--- src/rtl/chip8_pkg.sv ---
`default_nettype none
// ============================================================================
// chip8_pkg : keypad geometry and hex key map shared by the CHIP-8 blocks
// Revision  : 1.0
// ============================================================================
package chip8_pkg;

  localparam int NUM_KEYS   = 16;
  localparam int KEY_ROWS   = 4;
  localparam int KEY_COLS   = 4;
  localparam int KEY_CODE_W = 4;

  // Indexed by {row, col}; entry 0 is row0/col0 (hex 1), entry 15 is row3/col3 (hex F).
  localparam logic [NUM_KEYS-1:0][KEY_CODE_W-1:0] KEYMAP = {
    4'hF, 4'hB, 4'h0, 4'hA,
    4'hE, 4'h9, 4'h8, 4'h7,
    4'hD, 4'h6, 4'h5, 4'h4,
    4'hC, 4'h3, 4'h2, 4'h1
  };

  function automatic logic [KEY_CODE_W-1:0] key_hex(input logic [1:0] row,
                                                    input logic [1:0] col);
    return KEYMAP[{row, col}];
  endfunction

endpackage
`default_nettype wire

--- src/rtl/keypad_debounce_cell.sv ---
`default_nettype none
// ============================================================================
// keypad_debounce_cell : per-key counter debouncer, updated only on its sample
// Revision             : 1.0
// ============================================================================
module keypad_debounce_cell #(
  parameter int DEBOUNCE_SCANS = 8
) (
  input  logic clk,
  input  logic reset,
  input  logic sample_en,
  input  logic raw,
  output logic stable,
  output logic rise
);

  logic [3:0] cnt;
  logic [3:0] cnt_inc;
  logic       done;

  assign cnt_inc = cnt + 4'd1;
  assign done    = (raw != stable) && (cnt_inc == 4'(DEBOUNCE_SCANS));
  // Combinational so the top can register the event alongside the new stable value.
  assign rise    = sample_en && done && raw;

  always_ff @(posedge clk or posedge reset) begin
    if (reset) begin
      cnt    <= 4'd0;
      stable <= 1'b0;
    end else if (sample_en) begin
      if (raw == stable) begin
        cnt <= 4'd0;
      end else if (done) begin
        stable <= raw;
        cnt    <= 4'd0;
      end else begin
        cnt <= cnt_inc;
      end
    end
  end

endmodule
`default_nettype wire

--- src/rtl/chip8_keypad.sv ---
`default_nettype none
// ============================================================================
// chip8_keypad : 4x4 hex keypad scanner with debounce and key-press events
// Revision     : 1.0
// ============================================================================
module chip8_keypad
  import chip8_pkg::*;
#(
  parameter int SCAN_DIV       = 50000,
  parameter int DEBOUNCE_SCANS = 8
) (
  input  logic                  clk,
  input  logic                  reset,
  input  logic [KEY_ROWS-1:0]   row_in,
  output logic [KEY_COLS-1:0]   col_out,
  output logic [NUM_KEYS-1:0]   keys,
  output logic                  any_key,
  output logic                  key_event,
  output logic [KEY_CODE_W-1:0] key_code
);

  localparam int               DIV_W    = $clog2(SCAN_DIV);
  localparam logic [DIV_W-1:0] DIV_LAST = DIV_W'(SCAN_DIV - 1);

  logic [KEY_ROWS-1:0]   sync_meta;
  logic [KEY_ROWS-1:0]   sync_row;
  logic [KEY_ROWS-1:0]   pressed;
  logic [DIV_W-1:0]      div;
  logic [1:0]            col;
  logic                  sample;
  logic [KEY_COLS-1:0]   sample_col;
  logic [NUM_KEYS-1:0]   stable_pos;
  logic [NUM_KEYS-1:0]   rise_pos;
  logic [NUM_KEYS-1:0]   keys_hex;
  logic [NUM_KEYS-1:0]   rise_hex;
  logic [KEY_CODE_W-1:0] event_code;

  always_ff @(posedge clk or posedge reset) begin
    if (reset) begin
      sync_meta <= 4'hF;
      sync_row  <= 4'hF;
    end else begin
      sync_meta <= row_in;
      sync_row  <= sync_meta;
    end
  end

  assign pressed = ~sync_row;

  always_ff @(posedge clk or posedge reset) begin
    if (reset) begin
      div     <= '0;
      col     <= 2'd0;
      col_out <= 4'b1110;
    end else if (div == DIV_LAST) begin
      div     <= '0;
      col     <= col + 2'd1;
      col_out <= ~(4'b0001 << (col + 2'd1));
    end else begin
      div <= div + 1'b1;
    end
  end

  // Rows are read at the end of each slot so the synchroniser has settled on this column.
  assign sample     = (div == DIV_LAST);
  assign sample_col = sample ? (4'b0001 << col) : 4'b0000;

  for (genvar r = 0; r < KEY_ROWS; r++) begin : g_row
    for (genvar c = 0; c < KEY_COLS; c++) begin : g_col
      keypad_debounce_cell #(
        .DEBOUNCE_SCANS(DEBOUNCE_SCANS)
      ) u_cell (
        .clk      (clk),
        .reset    (reset),
        .sample_en(sample_col[c]),
        .raw      (pressed[r]),
        .stable   (stable_pos[r*KEY_COLS + c]),
        .rise     (rise_pos[r*KEY_COLS + c])
      );
    end
  end

  always_comb begin
    keys_hex = '0;
    rise_hex = '0;
    for (int r = 0; r < KEY_ROWS; r++) begin
      for (int c = 0; c < KEY_COLS; c++) begin
        keys_hex[key_hex(2'(r), 2'(c))] = stable_pos[r*KEY_COLS + c];
        rise_hex[key_hex(2'(r), 2'(c))] = rise_pos[r*KEY_COLS + c];
      end
    end
  end

  // Lowest hex value wins when several keys in one column press together.
  always_comb begin
    event_code = '0;
    for (int h = NUM_KEYS - 1; h >= 0; h--) begin
      if (rise_hex[h]) event_code = KEY_CODE_W'(h);
    end
  end

  always_ff @(posedge clk or posedge reset) begin
    if (reset) begin
      key_event <= 1'b0;
      key_code  <= '0;
    end else begin
      key_event <= |rise_hex;
      if (|rise_hex) key_code <= event_code;
    end
  end

  assign keys    = keys_hex;
  assign any_key = |keys_hex;

endmodule
`default_nettype wire

--- config.mk ---
export PLATFORM = sky130hd
export DESIGN_NAME = chip8_keypad
export DESIGN_NICKNAME = d
export VERILOG_FILES = /design/src/rtl/chip8_pkg.sv /design/src/rtl/keypad_debounce_cell.sv /design/src/rtl/chip8_keypad.sv
export SDC_FILE = /design/constraint.sdc
export NUM_CORES = 1
export LEC_CHECK = 0
export ABC_AREA = 1
export CAP_MARGIN = 40
export CORE_ASPECT_RATIO = 0.8
export CORE_MARGIN = 1.5
export CORE_UTILIZATION = 59
export CTS_BUF_LIST = sky130_fd_sc_hd__clkbuf_4 sky130_fd_sc_hd__clkbuf_8
export DETAILED_ROUTE_END_ITERATION = 10
export GPL_TIMING_DRIVEN = 0
export MAX_ROUTING_LAYER = met4
export PLACE_DENSITY = 0.78
export SLEW_MARGIN = 15
export SYNTH_ARGS = -nofsm -noshare
export SYNTH_HDL_FRONTEND = slang
export SYNTH_SLANG_ARGS = --single-unit
--- constraint.sdc ---
create_clock -name clk -period 4.8 [get_ports clk]
set_input_delay 0.72 -clock clk [delete_from_list [all_inputs] [get_ports clk]]
set_output_delay 0.72 -clock clk [all_outputs]
set_load 0.02 [all_outputs]
==> results of run 1 <==
final cells by class:
cell class	count	area share, %
buffer	29	2.501
clock buffer	22	3.894
clock inverter	10	1.746
inverter	105	5.438
multi-input combinational	541	40.68
sequential	115	38.79
tap	144	2.417
timing repair buffer	32	4.532
layer usage:
metal	vias up	part of all wire (%)
met2	172	46
met3	29	6.8
li1	2667	-
met5	-	0
met1	2608	46
met4	0	1.7
cells by family (layout without fill, tap and decap cells):
group | Yosys count | count (layout) | synth area share [%]
flip-flops | 115 | 115 | 44.41
XOR/XNOR | 33 | 33 | 4.554
adder cells (fa/ha/maj) | 32 | 32 | 6.149
AO/OA/AOI/OAI | 108 | 108 | 8.993
buffers and inverters | 134 | 198 | 9.012
AND/OR/NAND/NOR | 368 | 368 | 26.88
registers in the layout, summed over array words and instances, names as in the netlist:
| signal | flops |
|---|---|
| g_row.g_col.u_cell.cnt | 64 |
| div | 16 |
| g_row.g_col.u_cell.stable | 16 |
| col_out | 4 |
| key_code | 4 |
| sync_meta | 4 |
| sync_row | 4 |
| col | 2 |
| key_event | 1 |
cells in the final DEF, fill, tap and decap left out, drive strengths merged:
master / netlist / layout
nor3: 7 / 7
clkinvlp: 0 / 2
nand3: 60 / 60
clkbuf: 8 / 30
o41ai: 1 / 1
a31oi: 2 / 2
o31ai: 5 / 5
o221ai: 1 / 1
dfstp: 11 / 11
inv: 103 / 103
nor2: 73 / 73
bufinv: 0 / 3
or2: 1 / 1
nor4: 8 / 8
clkinv: 2 / 7
dfrtp: 104 / 104
a21oi: 20 / 20
o22ai: 3 / 3
clkdlybuf4s50: 0 / 31
ha: 32 / 32
nand2: 187 / 187
buf: 21 / 22
xor2: 16 / 16
nor3b: 2 / 2
o21ai: 70 / 70
o211ai: 4 / 4
xnor2: 17 / 17
o21a: 2 / 2
nand4: 30 / 30
power groups by stage:
stage / Combinational, W / Sequential (W) / Clock (W)
final: 0.0000514 / 0.000977 / 0.000965
after floorplan: 0.0000320 / 0.000994 / 0
after global placement: 0.0000477 / 0.000995 / 0
after global routing: 0.0000583 / 0.000977 / 0.00102
after CTS: 0.0000522 / 0.000977 / 0.000974
after detailed placement: 0.0000521 / 0.000995 / 0
synthesized netlist by cell type:
| cell | number | share of area, % |
|---|---|---|
| a21oi_1 | 20 | 1.5 |
| a31oi_1 | 2 | 0.19 |
| buf_1 | 1 | 0.058 |
| buf_2 | 2 | 0.15 |
| buf_4 | 16 | 1.8 |
| buf_6 | 2 | 0.35 |
| clkbuf_1 | 8 | 0.46 |
| clkinv_2 | 1 | 0.077 |
| clkinv_4 | 1 | 0.13 |
| dfrtp_1 | 104 | 40 |
| dfstp_2 | 11 | 4.4 |
| ha_1 | 32 | 6.1 |
| inv_1 | 98 | 5.6 |
| inv_2 | 5 | 0.29 |
| nand2_1 | 176 | 10 |
| nand2_2 | 9 | 0.86 |
| nand2_4 | 2 | 0.35 |
| nand3_1 | 56 | 4.3 |
| nand3_2 | 3 | 0.46 |
| nand3_4 | 1 | 0.27 |
| nand4_1 | 29 | 2.8 |
| nand4_4 | 1 | 0.33 |
| nor2_1 | 59 | 3.4 |
| nor2_2 | 8 | 0.77 |
| nor2_4 | 5 | 0.86 |
| nor2_8 | 1 | 0.31 |
| nor3_1 | 3 | 0.23 |
| nor3_2 | 4 | 0.61 |
| nor3b_1 | 2 | 0.23 |
| nor4_1 | 7 | 0.67 |
| nor4_2 | 1 | 0.19 |
| o211ai_1 | 4 | 0.46 |
| o21a_1 | 2 | 0.23 |
| o21ai_0 | 67 | 5.1 |
| o21ai_1 | 2 | 0.15 |
| o21ai_2 | 1 | 0.13 |
| o221ai_1 | 1 | 0.13 |
| o22ai_1 | 3 | 0.29 |
| o31ai_1 | 5 | 0.58 |
| o41ai_1 | 1 | 0.13 |
| or2_2 | 1 | 0.096 |
| xnor2_1 | 16 | 2.2 |
| xnor2_2 | 1 | 0.25 |
| xor2_1 | 16 | 2.2 |
worst max-delay path by stage:
stage / from / endpoint / cells after the start
2_1_floorplan: reset / col[0] / 1
3_3_place_gp: reset / g_row[1].g_col[1].u_cell.cnt[1] / 2
3_5_place_dp: div[0] / key_code[2] / 13
4_1_cts: g_row[0].g_col[3].u_cell.stable / any_key / 3
5_1_grt: g_row[0].g_col[3].u_cell.stable / any_key / 3
6_report: g_row[0].g_col[3].u_cell.stable / any_key / 3
metrics by stage:
step	TNS [ns]	hold WS, ns	cells	total power [W]	area [sq um]
after floorplan	0	0.3452	790	0.001026	6511
after global placement	-63.41	0.3460	965	0.001043	7002
after detailed placement	0	0.3482	966	0.001047	7034
after CTS	0	0.3581	998	0.002003	7455
after global routing	0	0.3630	998	0.002058	7455
final	0	0.3580	998	0.001993	7455
==> impl_results.md, run 1 <==
- Initial Util: 60.26%
- CTS Buf Count: 17
- Layout Nets: 879
- Via count: 5476
- Hold Path Origin: sync_meta[2]
- Power per cell area: 267.4 nW/um^2
- Critical Path Fanout Max: 4
- Lkg Pwr: 3.824 nW
- Register area: 2892 sq um
- Ports: 32
- Switching pwr: 0.0004448 W
- Drt total wl: 15220 microns
- Global route total overflow: 0
- Data required, critical path: 4.08 ns
- Fmax: 363.1 MHz
- Critical Path Start Type: flip-flop
- Vias in the first global route: 5364
- Path depth of the worst reg2reg path: 13
- Max-cap violations: 0
- Slowest cell delay on critical path: 0.58 ns
- Reg clk slew, reported paths: 0.07 ns
- Critical path class: flip-flop to output pin
- Global-route wire length before repair: 25660 microns
- Initial antenna violation count: 0
- Worst slew pin tran: 0.7259 ns
- Final setup vio count: 0
- Syn Std Cell Area: 6511 sq um
- Slowest-stage cell, CP: clkdlybuf4s50_1
- Crit path DAT: 2.03 ns
- Total track usage: 28.73%
- R2r endpoint: key_code[2]
- Slew headroom: 51.61%
- Final Slew Violations: 0
- Iter 0 DRT Violations: 445
- Port-buffer cells: 31
- Setup Fix Bufs, Post-CTS: 0
- Reg2reg start: div[0]
- Hold-fix buffers, CTS: 0
- Area growth syn-to-layout: 14.49%
- Seq/Total Area, Yosys: 44.41%
- Hpwl dp: 10980 microns
- Wire length per cell: 15.25 microns
- Synth cell types: 44
- Top delay family on crit path: buffers and inverters
- Status: finished, final reports clean
- Die Area: 11680 sq um
- Syn_area_per_cell: 8.242 sq um
- Most Crowded Layer GR: met2
- Hold WC Path Type: flip-flop to flip-flop
- H-tree levels: 4
- M3 GR Usage: 7.901%
- Final GP Congestion: 0.9260
- Layout cells sized above 1: 12.88%
- Root Driver: clkbuf_8
- Worst Hold End: sync_row[2]
- Unrepaired setup endpoints after global routing: no
- Met2 usage in global routing: 43.23%
- Post_cts resized: 0
- CORE AREA: 10810 sq um
- CTS tree: done
- Combinational share of power: 2.6%
- Internal Power: 0.001549 W
- Layout fillers: 876
- Minimum clock period: 2.754 ns
- Clock network power share: 48.4%
- Worst Clk Skew: 0.009592 ns
- Switching Fraction: 22.31%
- Die Height: 96.96 microns
- Met1 GRT Util: 38.47%
- Worst VDD drop: 0.2286 mV
- Largest net degree at the start of global routing: 73
- Clock sinks: 115
- Reg2Reg Setup Slack: 2.33 ns
- Antenna cells: 0
- Sequential fraction of design power: 49.0%
- Final ANT Viol Nets: 0
- Site row count: 34
- Synth Net Count: 828
- WHS Path Cells: 0
- Final period util: 57.38%
- Longest Clk Path Bufs: 2
- Final routed DRC violation total: 0
- Synth Register Bits: 115
- Multi-input gate area: 3033 sq um
- Util after Layout: 68.99%
- Die X: 120.5 microns
- Worst path cell trace: nor4_1, nand4_1, clkdlybuf4s50_1
- Hold Vio Cnt, Final: 0
- Yosys warns: 0
- Worst setup EP type: output pin
- Clk_lat worst skew: 0.45 ns
- 1st-pass router iterations: 5
- Final setup margin: 2.046 ns
- WP buf/inv: 1
- Place WS: 2.392 ns
- Via density: 5.487
- Post-Synthesis Cells: 790
Power figures use the tool's default switching activity.
==> inputs of run 2 (changes only) <==
--- a/config.mk
+++ b/config.mk
@@ -9,12 +9,12 @@
 export CAP_MARGIN = 40
 export CORE_ASPECT_RATIO = 0.8
 export CORE_MARGIN = 1.5
-export CORE_UTILIZATION = 59
+export CORE_UTILIZATION = 57
 export CTS_BUF_LIST = sky130_fd_sc_hd__clkbuf_4 sky130_fd_sc_hd__clkbuf_8
 export DETAILED_ROUTE_END_ITERATION = 10
 export GPL_TIMING_DRIVEN = 0
 export MAX_ROUTING_LAYER = met4
-export PLACE_DENSITY = 0.78
+export PLACE_DENSITY = 0.79
 export SLEW_MARGIN = 15
 export SYNTH_ARGS = -nofsm -noshare
 export SYNTH_HDL_FRONTEND = slang
==> constraint.sdc (replaced) <==
create_clock -name clk -period 2.5 [get_ports clk]
set_input_delay 0.375 -clock clk [delete_from_list [all_inputs] [get_ports clk]]
set_output_delay 0.375 -clock clk [all_outputs]
set_load 0.02 [all_outputs]
==> impl_results.md, run 2 (synthesis results as in run 1) <==
- Status: finished, final reports clean
- Hpwl dp: 11340 microns
- Minimum clock period: 2.416 ns
- Critical path class: flip-flop to output pin
- Root Driver: clkbuf_8
- Layout fillers: 828
- Top delay family on crit path: buffers and inverters
- Initial antenna violation count: 0
- Initial Util: 59.10%
- Data required, critical path: 2.12 ns
- Path depth of the worst reg2reg path: 12
- CTS Buf Count: 17
- Largest Register: g_row.g_col.u_cell.cnt
- Wire length on met1: 6915 microns
- Layout Nets: 893
- Wire length on met3: 1270 microns
- Final setup vio count: 0
- Drt total wl: 15780 microns
- Commonest non-fill, non-tap cell in the layout: nand2_1
- Fmax: 413.9 MHz
- CORE AREA: 11020 sq um
- Reg2Reg Setup Slack: 0.09 ns
- Clk_lat worst skew: 0.46 ns
- Max reg flops: 64
- Hold Vio Cnt, Final: 0
- Final std cells w/o fill: 1012
- WP buf/inv: 1
- Iter 0 DRT Violations: 496
- Site row count: 34
- Slowest-stage cell, CP: clkdlybuf4s50_1
- Critical Path Fanout Max: 5
- Power Total: 0.003845 W
- Final routed DRC violation total: 0
- Most frequent cells in the layout: nand2_1 (176), dfrtp_1 (104), inv_1 (97)
- Top routing layer used: met4
- Register area: 2892 sq um
- Slew headroom: 65.43%
- H-tree levels: 4
- Global route total overflow: 0
- Worst VDD drop: 0.4982 mV
- Worst slew pin tran: 0.5186 ns
- Layout cells sized above 1: 15.09%
- Hold WC Path Type: input pin to asynchronous set/reset pin
- Final Slew Violations: 0
- Slowest cell delay on critical path: 0.58 ns
- Wire length per cell: 15.59 microns
- Largest net degree at the start of global routing: 37
- Max-cap violations: 0
- CTS tree: done
- Clock sinks: 115
- Crit path DAT: 2.04 ns
- Final ANT Viol Nets: 0
- Sum Neg Setup Slack: 0 ns
- Longest Clk Path Bufs: 2
- Ports: 32
- 1st-pass router iterations: 6
- WL met2: 7313 microns
- Antenna cells: 0
- Die Area: 12080 sq um
- Final period util: 96.65%
- Total track usage: 28.91%
- Vias in the first global route: 5627
- Die X: 122.5 microns
- Multi-input gate area: 3084 sq um
- Reg2reg start: sync_row[1]
- Global-route wire length before repair: 26410 microns
- Biggest regs: g_row.g_col.u_cell.cnt (64), div (16), g_row.g_col.u_cell.stable (16)
- Power per cell area: 504.0 nW/um^2
- Via count: 5679
- Cell count after placement: 968
- Reg clk slew, reported paths: 0.07 ns
- Area growth syn-to-layout: 17.18%
- R2r endpoint: key_code[3]
- Worst Clk Skew: 0.01700 ns
- Die Height: 98.60 microns
- Lkg Pwr: 3.907 nW
- Unrepaired setup endpoints after global routing: yes
- Worst setup EP type: output pin
- Worst path cell trace: nor4_2, nand4_1, clkdlybuf4s50_1
- Critical Path Start Type: flip-flop
- Via density: 5.612
- Final GP Congestion: 0.9664
- Port-buffer cells: 31
[run 2: through the flow]
step | util, % | hold slack, ns | setup slack, ns | instance area (sq um)
2_1_floorplan | - | 0.3452 | 0.5050 | 6515
3_3_place_gp | 63.58 | 0.3454 | -0.3695 | 7005
3_5_place_dp | 64.13 | 0.3468 | 0.04891 | 7066
4_1_cts | 67.91 | 0.2505 | 0.02439 | 7482
5_1_grt | 69.25 | 0.2764 | -0.04456 | 7630
6_report | 69.25 | 0.2467 | 0.08367 | 7630
[run 2: how the worst max path moves through the flow]
stage	slack (ns)	start	endpoint	depth (start not counted)
after floorplan	0.51	sync_row[2]	key_code[0]	21
after global routing	-0.04	div[0]	key_code[0]	20
after CTS	0.02	sync_row[2]	key_code[0]	21
after global placement	-0.37	reset	g_row[2].g_col[2].u_cell.cnt[3]	2
after detailed placement	0.05	div[0]	key_code[2]	13
final	0.08	g_row[3].g_col[1].u_cell.stable	any_key	3
[run 2: worst reg2reg max path: stages (launching register included)]
cell and delay, ns:
dfstp_2 0.51, clkbuf_1 0.35, xnor2_1 0.20, nand3_1 0.14, inv_1 0.08, nand4_1 0.12
nand2_1 0.06, nor2_1 0.12, nand4_1 0.12, nor3_2 0.35, nor2_2 0.07, nand3_1 0.10
nand2_1 0.06
[run 2: power breakdown]
| part | internal, W | total, W | switching [W] |
|---|---|---|---|
| Combinational | 0.0000334 | 0.000112 | 0.0000782 |
| Clock | 0.00106 | 0.00186 | 0.000793 |
| Sequential | 0.00187 | 0.00188 | 0.00000572 |
| Total | 0.00297 | 0.00385 | 0.000876 |
[run 2: per-layer routing]
metal  GRT usage, %  vias up
met5              -        -
met4          10.47        0
met3          7.292       31
met2          43.79      230
met1          37.73     2724
li1               -     2694
[run 2: area by class of cell]
type | count | share of cell area [%]
Multi-Input combinational cell | 541 | 40.42
Sequential cell | 115 | 37.90
Timing Repair Buffer | 47 | 6.182
Inverter | 105 | 5.297
Clock buffer | 22 | 3.723
Buffer | 28 | 2.378
Tap cell | 144 | 2.361
Clock inverter | 10 | 1.738
[run 2: timing repair]
item	CTS	global route
hold buffers	0	0
gates resized for setup	0	11
setup buffers	0	12
endpoints found under the setup margin	0	5
==> inputs of run 3 (changes only) <==
--- a/config.mk
+++ b/config.mk
@@ -9,12 +9,12 @@
 export CAP_MARGIN = 40
 export CORE_ASPECT_RATIO = 0.8
 export CORE_MARGIN = 1.5
-export CORE_UTILIZATION = 57
+export CORE_UTILIZATION = 55
 export CTS_BUF_LIST = sky130_fd_sc_hd__clkbuf_4 sky130_fd_sc_hd__clkbuf_8
 export DETAILED_ROUTE_END_ITERATION = 10
 export GPL_TIMING_DRIVEN = 0
 export MAX_ROUTING_LAYER = met4
-export PLACE_DENSITY = 0.79
+export PLACE_DENSITY = 0.74
 export SLEW_MARGIN = 15
 export SYNTH_ARGS = -nofsm -noshare
 export SYNTH_HDL_FRONTEND = slang
==> constraint.sdc (replaced) <==
create_clock -name clk -period 2.3 [get_ports clk]
set_input_delay 0.345 -clock clk [delete_from_list [all_inputs] [get_ports clk]]
set_output_delay 0.345 -clock clk [all_outputs]
set_load 0.02 [all_outputs]
==> impl_results.md, run 3 (synthesis results as in run 1) <==
- Largest net degree at the start of global routing: 36
- Die Height: 100.3 microns
- Reg2reg start: div[0]
- Wire length per cell: 15.55 microns
- Critical Path Fanout Max: 5
- Antenna cells: 0
- Power per cell area: 507.3 nW/um^2
- Layout Nets: 905
- Hold Vio Cnt, Final: 0
- Fmax: 440.9 MHz
- CORE AREA: 11520 sq um
- Multi-input gate area: 3161 sq um
- Critical Path Start Type: flip-flop
- Internal Power: 0.002988 W
- Longest Clk Path Bufs: 2
- Crit path DAT: 2.64 ns
- Hold WC Path Type: input pin to asynchronous set/reset pin
- Switching pwr: 0.0009493 W
- Final std cells w/o fill: 1028
- Switching Fraction: 24.11%
- Top delay family on crit path: simple AND/OR/NAND/NOR gates
- Total track usage: 27.48%
- Final GP Congestion: 0.8981
- Final period util: 98.62%
- Worst path cell trace: ha_4, nand3_4, nor4_2, nand2_2, nor2_4, nand3_1, o21ai_2, nor2_1, nand4_1, nor3_4, nor2_2, nand3_1, nand2_1
- Initial antenna violation count: 0
- Commonest non-fill, non-tap cell in the layout: nand2_1
- Vias in the first global route: 5318
- Hold WS: 0.2658 ns
- CTS tree: done
- Drt total wl: 15990 microns
- Area growth syn-to-layout: 19.20%
- Iter 0 DRT Violations: 401
- Status: finished, final reports clean
- Worst Clk Skew: 0.01423 ns
- Worst VDD drop: 0.4210 mV
- Initial Util: 56.53%
- 1st-pass router iterations: 5
- Worst slew pin tran: 0.7302 ns
- Reg2Reg Setup Slack: 0.03 ns
- Layout fillers: 915
- Unrepaired setup endpoints after global routing: yes
- Sequential fraction of design power: 51.9%
- CTS Buf Count: 17
- Register area: 2892 sq um
- Cell count after placement: 972
- Clk_lat worst skew: 0.44 ns
- R2r endpoint: key_code[3]
- Biggest regs: g_row.g_col.u_cell.cnt (64), div (16), g_row.g_col.u_cell.stable (16)
- Die X: 124.7 microns
- WP buf/inv: 0
- Final routed DRC violation total: 0
- Data required, critical path: 2.67 ns
- Lkg Pwr: 3.993 nW
- H-tree levels: 4
- Slowest-stage cell, CP: dfrtp_1
- Port-buffer cells: 31
- Root Driver: clkbuf_8
- Slew headroom: 51.32%
- Via density: 5.489
- Critical Path Start: div[0]
- Reg clk slew, reported paths: 0.07 ns
- Slowest cell delay on critical path: 0.41 ns
- Final ANT Viol Nets: 0
- Clock sinks: 115
- Most frequent cells in the layout: nand2_1 (170), dfrtp_1 (104), inv_1 (95)
- Hold-fix buffers, CTS: 0
- Max-cap violations: 0
- CP endpoint: key_code[3]
- Global route total overflow: 0
- Path depth of the worst reg2reg path: 13
- Number of cells on the critical path: 13
- Sum Neg Setup Slack: 0 ns
- Die Area: 12500 sq um
- Final setup vio count: 0
- Worst setup EP type: flip-flop
- Ports: 32
- Max reg flops: 64
- Critical path class: flip-flop to flip-flop
- Minimum clock period: 2.268 ns
- Final Slew Violations: 0
- Hpwl dp: 11050 microns
- Combinational share of power: 3.0%
- Site row count: 35
- Largest Register: g_row.g_col.u_cell.cnt
- Clock network power share: 45.1%
- Via count: 5643
- Cell mode on critical path: nand3_1
- Global-route wire length before repair: 26160 microns
- Layout cells sized above 1: 17.73%
-- run 3: worst reg2reg max path: stages, from the launching register on --
cell	delay (ns)
dfrtp_1	0.41
ha_4	0.16
nand3_4	0.11
nor4_2	0.20
nand2_2	0.21
nor2_4	0.20
nand3_1	0.14
o21ai_2	0.17
nor2_1	0.06
nand4_1	0.14
nor3_4	0.06
nor2_2	0.10
nand3_1	0.13
nand2_1	0.10
-- run 3: area by class of cell --
cell class	instances	area share [%]
clock inverter	11	1.112
timing repair buffer	60	7.367
inverter	105	5.272
clock buffer	21	3.563
multi-input combinational	541	40.72
sequential	115	37.26
buffer	27	2.321
tap	148	2.386
-- run 3: repair_timing --
action / in CTS / in global routing
pin swaps: 7 / 14
setup buffers: 10 / 16
endpoints found under the setup margin: 4 / 17
gates cloned: 0 / 0
gates resized for setup: 10 / 24
-- run 3: stage by stage --
stage               total power [W]  util (%)  instance area (sq um)  setup WS, ns
floorplan                  0.002143         -                   6515        0.3050
global placement           0.002178     60.87                   7010       -0.5421
detailed placement         0.002194     61.39                   7071       -0.1983
CTS                        0.003954     65.53                   7547      0.007739
global route               0.004070     67.39                   7761       -0.1541
finish                     0.003937     67.39                   7761       0.03178
-- run 3: power by group through the flow --
| stage | combinational (W) | clock (W) | sequential, W |
|---|---|---|---|
| after floorplan | 0.0000673 | 0 | 0.00208 |
| after global placement | 0.000100 | 0 | 0.00208 |
| after detailed placement | 0.000116 | 0 | 0.00208 |
| after CTS | 0.000117 | 0.00179 | 0.00204 |
| after global routing | 0.000132 | 0.00189 | 0.00204 |
| final | 0.000117 | 0.00178 | 0.00204 |
-- run 3: how the worst min path moves through the flow --
stage / start / end / slack (ns) / cells after the start
6_report: reset / div[3] / 0.27 / 2
5_1_grt: row_in[0] / sync_meta[0] / 0.29 / 1
4_1_cts: reset / div[2] / 0.27 / 2
3_5_place_dp: sync_meta[0] / sync_row[0] / 0.35 / 0
3_3_place_gp: sync_meta[0] / sync_row[0] / 0.35 / 0
2_1_floorplan: sync_meta[0] / sync_row[0] / 0.35 / 0
-- run 3: metal layers --
layer,share of wire [%],track usage (%),wire (microns),vias to the layer above
met3,6.7,5.650,1074,30
met5,0,-,0,-
met4,1.9,9.284,303,0
met1,45,36.90,7234,2686
li1,-,-,-,2724
met2,46,42.05,7374,203
